[src/rtl/id_exe_reg.sv]
// id_exe_reg: decode -> execute pipeline register for the 5-stage RV32I core.
// Captures instruction, PC, operands and write-back control once per cycle,
// inserts bubbles on flush or a decode-only stall, and holds on an execute
// stall. It also returns the load flag and the destination register to decode
// so decode can detect load-use hazards.
// Optional feature: define ID_EXE_PERF_CNT_EN to add the saturating counters
// bubble_cnt_out and flush_cnt_out.
module id_exe_reg #(
    parameter int                    DATA_WIDTH  = 32,
    parameter int                    ADDR_WIDTH  = 32,
    parameter int                    RDATA_WIDTH = 32,
    parameter int                    RADDR_WIDTH = 5,
    parameter logic [DATA_WIDTH-1:0] NOP_INST    = 32'h00000013
) (
    input  logic                   clk_in,
    input  logic                   reset_n_in,
    input  logic [DATA_WIDTH-1:0]  inst_in,
    input  logic [ADDR_WIDTH-1:0]  inst_addr_in,
    input  logic [RDATA_WIDTH-1:0] op1_in,
    input  logic [RDATA_WIDTH-1:0] op2_in,
    input  logic                   reg_we_in,
    input  logic [RADDR_WIDTH-1:0] reg_waddr_in,
    input  logic                   stall_id_in,
    input  logic                   stall_exe_in,
    input  logic                   flush_in,
    output logic [DATA_WIDTH-1:0]  inst_out,
    output logic [ADDR_WIDTH-1:0]  inst_addr_out,
    output logic [RDATA_WIDTH-1:0] op1_out,
    output logic [RDATA_WIDTH-1:0] op2_out,
    output logic                   reg_we_out,
    output logic [RADDR_WIDTH-1:0] reg_waddr_out,
    output logic                   valid_out,
    output logic [RADDR_WIDTH-1:0] exe_rd_out,
    output logic                   pre_inst_is_load_out
`ifdef ID_EXE_PERF_CNT_EN
    ,
    output logic [31:0]            bubble_cnt_out,
    output logic [31:0]            flush_cnt_out
`endif
);

    // RV32I base opcodes (inst[6:0])
    localparam logic [6:0] OPC_LUI    = 7'b0110111;
    localparam logic [6:0] OPC_AUIPC  = 7'b0010111;
    localparam logic [6:0] OPC_JAL    = 7'b1101111;
    localparam logic [6:0] OPC_JALR   = 7'b1100111;
    localparam logic [6:0] OPC_BRANCH = 7'b1100011;
    localparam logic [6:0] OPC_LOAD   = 7'b0000011;
    localparam logic [6:0] OPC_STORE  = 7'b0100011;
    localparam logic [6:0] OPC_OPIMM  = 7'b0010011;
    localparam logic [6:0] OPC_OP     = 7'b0110011;

    logic [6:0]             w_opcode;
    logic                   w_opcode_valid;
    logic                   w_is_load;
    logic                   w_bubble;
    logic                   w_capture;

    logic [DATA_WIDTH-1:0]  r_inst;
    logic [ADDR_WIDTH-1:0]  r_inst_addr;
    logic [RDATA_WIDTH-1:0] r_op1;
    logic [RDATA_WIDTH-1:0] r_op2;
    logic                   r_reg_we;
    logic [RADDR_WIDTH-1:0] r_reg_waddr;
    logic                   r_valid;
    logic                   r_is_load;

    assign w_opcode = inst_in[6:0];

    // Classify the incoming opcode against the RV32I base set
    always_comb begin
        // NOTE: assign a default first so every path drives the signal and no latch is inferred.
        w_opcode_valid = 1'b0;
        case (w_opcode)
            OPC_LUI, OPC_AUIPC, OPC_JAL, OPC_JALR, OPC_BRANCH,
            OPC_LOAD, OPC_STORE, OPC_OPIMM, OPC_OP: w_opcode_valid = 1'b1;
            default:                                 w_opcode_valid = 1'b0;
        endcase
    end

    // A load only creates a hazard if it actually writes a register
    assign w_is_load = (w_opcode == OPC_LOAD) && reg_we_in;

    // Flush beats everything; a decode-only stall must not let the held
    // instruction issue twice, so it also becomes a bubble
    assign w_bubble  = flush_in || (stall_id_in && !stall_exe_in);
    assign w_capture = !flush_in && !stall_id_in && !stall_exe_in;

    // Pipeline register: bubble, capture, or hold (execute stall)
    always_ff @(posedge clk_in or negedge reset_n_in) begin
        if (!reset_n_in) begin
            // NOTE: sequential state uses non-blocking assignments so all registers update together at the edge.
            r_inst      <= NOP_INST;
            r_inst_addr <= '0;
            r_op1       <= '0;
            r_op2       <= '0;
            r_reg_we    <= 1'b0;
            r_reg_waddr <= '0;
            r_valid     <= 1'b0;
            r_is_load   <= 1'b0;
        end else if (w_bubble) begin
            r_inst      <= NOP_INST;
            r_inst_addr <= '0;
            r_op1       <= '0;
            r_op2       <= '0;
            r_reg_we    <= 1'b0;
            r_reg_waddr <= '0;
            r_valid     <= 1'b0;
            r_is_load   <= 1'b0;
        end else if (w_capture) begin
            r_inst      <= inst_in;
            r_inst_addr <= inst_addr_in;
            r_op1       <= op1_in;
            r_op2       <= op2_in;
            r_reg_we    <= reg_we_in;
            r_reg_waddr <= reg_waddr_in;
            r_valid     <= w_opcode_valid;
            r_is_load   <= w_is_load;
        end
    end

    assign inst_out             = r_inst;
    assign inst_addr_out        = r_inst_addr;
    assign op1_out              = r_op1;
    assign op2_out              = r_op2;
    assign reg_we_out           = r_reg_we;
    assign reg_waddr_out        = r_reg_waddr;
    assign valid_out            = r_valid;
    assign pre_inst_is_load_out = r_is_load;
    // Hide rd when nothing is written back so decode never matches a stale rd
    assign exe_rd_out           = r_reg_we ? r_reg_waddr : '0;

`ifdef ID_EXE_PERF_CNT_EN
    logic [31:0] r_bubble_cnt;
    logic [31:0] r_flush_cnt;
    logic        w_stall_bubble;

    // A flush cycle counts only as a flush, even with stall_id_in high
    assign w_stall_bubble = !flush_in && stall_id_in && !stall_exe_in;

    // Saturating event counters for bubbles and flushes
    always_ff @(posedge clk_in or negedge reset_n_in) begin
        if (!reset_n_in) begin
            r_bubble_cnt <= '0;
            r_flush_cnt  <= '0;
        end else begin
            if (w_stall_bubble && (r_bubble_cnt != 32'hFFFFFFFF)) begin
                r_bubble_cnt <= r_bubble_cnt + 32'd1;
            end
            if (flush_in && (r_flush_cnt != 32'hFFFFFFFF)) begin
                r_flush_cnt <= r_flush_cnt + 32'd1;
            end
        end
    end

    assign bubble_cnt_out = r_bubble_cnt;
    assign flush_cnt_out  = r_flush_cnt;
`endif

endmodule

[config.mk]
export PLATFORM = sky130hd
export DESIGN_NAME = id_exe_reg
export DESIGN_NICKNAME = d
export VERILOG_FILES = /design/src/rtl/id_exe_reg.sv
export SDC_FILE = /design/constraint.sdc
export NUM_CORES = 1
export LEC_CHECK = 0
export BUFFER_PORTS_ARGS = -buffer_cell sky130_fd_sc_hd__buf_4
export CORE_MARGIN = 2
export CORE_UTILIZATION = 40
export CTS_CLUSTER_DIAMETER = 80
export DETAILED_ROUTE_END_ITERATION = 8
export PLACE_DENSITY = 0.86
export SETUP_SLACK_MARGIN = 0.02
export SYNTH_ARGS = -nofsm -noshare
export SYNTH_HDL_FRONTEND = slang
export SYNTH_SLANG_ARGS = --single-unit
[constraint.sdc]
create_clock -name clk_in -period 0.8 [get_ports clk_in]
set_input_delay 0.04 -clock clk_in [delete_from_list [all_inputs] [get_ports clk_in]]
set_output_delay 0.04 -clock clk_in [all_outputs]
set_load 0.02 [all_outputs]
* Yosys cells after proc, flatten, opt, wreduce, memory -nomap -nowiden *
Index checks and enable logic that the tools add are counted.

storage, ports and cells
  register bits = 136
  input port bits = 139
  logic and storage cells = 45

operators by class
  reductions and logical operators = 10
  mux-type cells = 18
  equality and inequality tests = 9

operator list
  cell                  number
  $mux W32              8
  $eq A7 B6 Y1 const B  3
  $eq A7 B7 Y1 const B  3
  $mux W5               3
  $eq A7 B5 Y1 const B  2
  $reduce_or A9 Y1      1
  $eq A7 B2 Y1 const B  1
  $mux W1               7
  $logic_and A1 B1 Y1   4
  $logic_not A1 Y1      3
  $reduce_bool A2 Y1    1
  $logic_or A1 B1 Y1    1

* Depth between registers and ports, before layout *
  depth after elaboration = 5
  depth in mapped cells = 6
  mapped depth without buffers = 3

* Least setup slack after synthesis *
OpenSTA, ideal clock, no wires.

  path type = input to register
  start = in stall_exe_in
  end = reg r_inst_addr[0] (netlist: inst_addr_out[0])
  setup time = 121 ps
  setup slack = -242 ps
  arrival time = 921 ps
  stages = 6
  cell sequence = buf_2 -> nor2b_1 -> buf_2 -> buf_6 -> buf_6 -> a22o_1

on the way
  longest elaborated chain between the ends = 4
  elaborated cells on any way between the ends = 6
  classes of those cells = mux (1); reduce/logical (5)

ends and longest elaborated chain
  what                                                   line    text
  start: declaration                                     24      input logic stall_exe_in,
  $logic_not A1 Y1 *                                     86, 87
  $logic_and A1 B1 Y1                                    86      assign w_bubble = flush_in || (stall_id_in && !stall_exe_in);
  $logic_or A1 B1 Y1                                     86
  $mux W32 / $reduce_bool A2 Y1 (equally long branches)  n/a
  end signal: assignment                                 112     r_inst_addr <= inst_addr_in;
  end: declaration                                       60      logic [ADDR_WIDTH-1:0] r_inst_addr;

Mark *: on every way between the ends. The rest lies on a longest branch, timed or not.
A chain may end at the register's enable or synchronous reset.

* Worst setup path in the final report *
  start = reg r_reg_we (netlist: reg_we_out)
  end = out exe_rd_out[4]

on the way
  longest elaborated chain between the ends = 1

ends and longest elaborated chain
  what                      line  text
  start: declaration        63    logic r_reg_we;
  start signal: assignment  115   r_reg_we <= reg_we_in;
  $mux W5                   131   assign exe_rd_out = r_reg_we ? r_reg_waddr : '0;
  end: declaration          33    output logic [RADDR_WIDTH-1:0] exe_rd_out,

No other way between the ends.

==> flow_summary.ini <==
[synthesis]
postSynthRegisterBits = 136
synth_warnings = 0
syn-cell-area_um2 = 4930
yosysUniqueCellTypes = 18
synth.avg_cell_area_um2 = 15.3
synth_seq_area_share = 0.691
netlist.top_cell.by_area = dfrtp_1
syn-instance-count = 323
yosys.area.top_type_share = 0.675
netlist_top_cells_area = dfrtp_1 68%, a22o_1 23%, buf_6 1.8%
mappedNetlistNets = 462

[status]
failing_checks = negative setup slack
status = finished with violations

[cells_and_area]
num-nets-final = 973
area_growth_pct = 116
layout.cells.non_filler = 1000
fillCellCount = 437
finalCoreUtilization = 0.886
post_route_cells_drive_above_1_share = 0.508

[setup_path]
worst-endpoint-required_ns = 0.76
cp_data_arrival_time_ns = 1.18
launching_element_of_the_worst_setup_path = reg_we_out
timing.critical_path.depth = 2
timing.critical_path.slowest_cell_delay_ns = 0.47
worst_r2r_path_depth = 3
worst_setup_path_start_kind = register
critical_path_class = register to output pin
critical_path.top_delay_family = flip-flops
critical_path.endpoint_type = output pin
path_cells = and2_4 > buf_6
rr_endpoint = inst_out[4]
reg2reg_slack_ns = -0.20
timing.critical_path.fanout_max = 7
cp_slowest_cell = dfrtp_2
r2r_start = inst_out[4]
crit_buf_inv = 1
crit_end = exe_rd_out[4]

[clock_network]
cts_buffers = 17
clock_tree.buffer_depth = 2
clock_sinks = 136
h-tree-depth = 4
cts_root_buf = clkbuf_16
clock_insertion_delay_worst_skew_ns = 0.41
cts_tree = yes
clk_transition_reported_paths_ns = 0.06

[placed_design]
place.gp.congestion = 0.849
place.detailed.instances = 742
count_of_input_and_output_buffers = 279
dp_hpwl_um = 9830

[sta]
final-hold-violation-count = 0
finalCritPeriodShare = 1.52
report.final.slew_viol_count = 0
fin_crit_ns = 1.22
setup_viol_count_final = 231
finalWorstSetupSlack_ns = -0.419
clock_skew_ns = 0
tightest_slew_ns = 0.274
rsz0062_at_grt = true
timing.max_slew.rel_slack = 0.816
maxClockFrequency_mhz = 820

[floorplan]
die_w_um = 115
core_area_um2 = 12000
io_pins = 280
std_cell_rows = 40
dieArea_um2 = 13200
floorplan.initialDensity = 0.410
die_h_um = 115

[run]
maxCapViolations = 0

[routing]
drt_first_pass_iters = 5
routed_wl_um = 24900
detail_route.iter0.violations = 523
route.detailed.vias_per_inst = 5.52
postRouteAntennaNets = 0
detailroute.via_count = 5515
post_drt_wl_per_cell_um = 24.9
detailed_route_drc_error_count = 0

[power]
power_leakage_nw = 5.40
p_per_area_nw_per_um2 = 1770
peakVddDrop_uv = 1450
fin_total_pwr_w = 0.0188

[global_routing]
maximum_number_of_pins_on_one_net_before_global_route_repair = 62
number_of_global_route_vias_before_repair = 5697
global_route.overflow_total = 0
gr_util_all_layers = 0.329
wire_length_of_the_first_global_routing_pass_um = 32500
antenna_found_initial = 5

[hold_path]
timing.hold.worst.class = primary input to register
==> cell usage after synthesis (all sizes together) <==
cell type  number
a21oi           1
nor3            5
dfstp           3
nor2b           5
or4             1
a22o          131
clkbuf          4
buf            26
o21bai          3
o21ai           1
nand2           2
and2            5
dfrtp         133
nand2b          1
a32o            2
==> metrics by stage <==
step | hold slack [ns] | TNS [ns] | setup slack [ns] | instance area (um2)
after global routing | 0.0741 | -40.26 | -0.442 | 10600
after global placement | -0.0704 | -15.57 | -0.264 | 7300
final | 0.0739 | -35.77 | -0.419 | 10600
after detailed placement | -0.0694 | -20.05 | -0.280 | 7300
after floorplan | -0.256 | -18.58 | -0.177 | 4940
after CTS | 0.0156 | -29.14 | -0.418 | 10200
==> registers in the layout, indices dropped and copies added (netlist names) <==
name                  cells
pre_inst_is_load_out      1
valid_out                 1
inst_addr_out            32
reg_we_out                1
reg_waddr_out             5
op1_out                  32
inst_out                 32
op2_out                  32
==> kinds of logic after synthesis <==
logic type             share of synthesized area
flip-flops                                 0.691
AO/OA/AOI/OAI                              0.244
AND/OR/NAND/NOR                           0.0244
buffers and inverters                     0.0406
==> how the worst min path moves through the flow <==
| stage | end | cells past startpoint | slack, ns | startpoint |
|---|---|---|---|---|
| floorplan | inst_addr_out[0] | 0 | -0.26 | reset_n_in |
| CTS | inst_out[4] | 4 | 0.02 | inst_in[4] |
| global route | valid_out | 4 | 0.07 | inst_in[2] |
| global placement | op1_out[19] | 1 | -0.07 | reset_n_in |
| finish | valid_out | 4 | 0.07 | inst_in[2] |
| detailed placement | op1_out[19] | 1 | -0.07 | reset_n_in |
==> power breakdown <==
group | leakage (nW) | internal [W] | switching [W]
Combinational | 3.27 | 0.00189 | 0.00138
Sequential | 1.84 | 0.00714 | 0.000262
Clock | 0.285 | 0.00493 | 0.00318
Total | 5.40 | 0.0140 | 0.00482
==> routing by layer <==
layer	GRT usage	routed length [um]	part of all wire
met5	0	0	0
met4	0.173	1460	0.059
met3	0.0812	1900	0.076
met2	0.583	12700	0.51
met1	0.367	8810	0.35
==> what timing repair did <==
action	in CTS	in global routing
gates resized for setup	146	54
pin swaps	37	43
endpoints found under the hold margin	271	0
setup endpoints to repair	144	212
setup buffers	51	44
hold buffers	135	0
==> worst register-to-register path, stage by stage (launching register included) <==
cell      delay [ns]
dfstp_2         0.54
buf_4           0.11
nor2b_1         0.04
o21bai_1        0.21
==> final cells by class <==
type | instances | area [um2] | area share
flip-flops and latches | 136 | 3410 | 0.320
repair buffers | 522 | 5080 | 0.478
clock buffers | 22 | 484 | 0.0455
well taps | 147 | 184 | 0.0173
multi-input cells | 157 | 1350 | 0.127
diodes | 6 | 15.0 | 0.00141
clock inverters | 10 | 118 | 0.0111
==> layout by cell type, fill, tap and decap left out, types with 5 or more instances in the layout <==
cell type / instances
and2_4: 5
buf_12: 8
dlygate4sd3_1: 135
a22o_1: 131
clkbuf_16: 17
buf_4: 186
diode_2: 6
dfrtp_1: 132
buf_6: 193
Power figures use the tool's default switching activity.
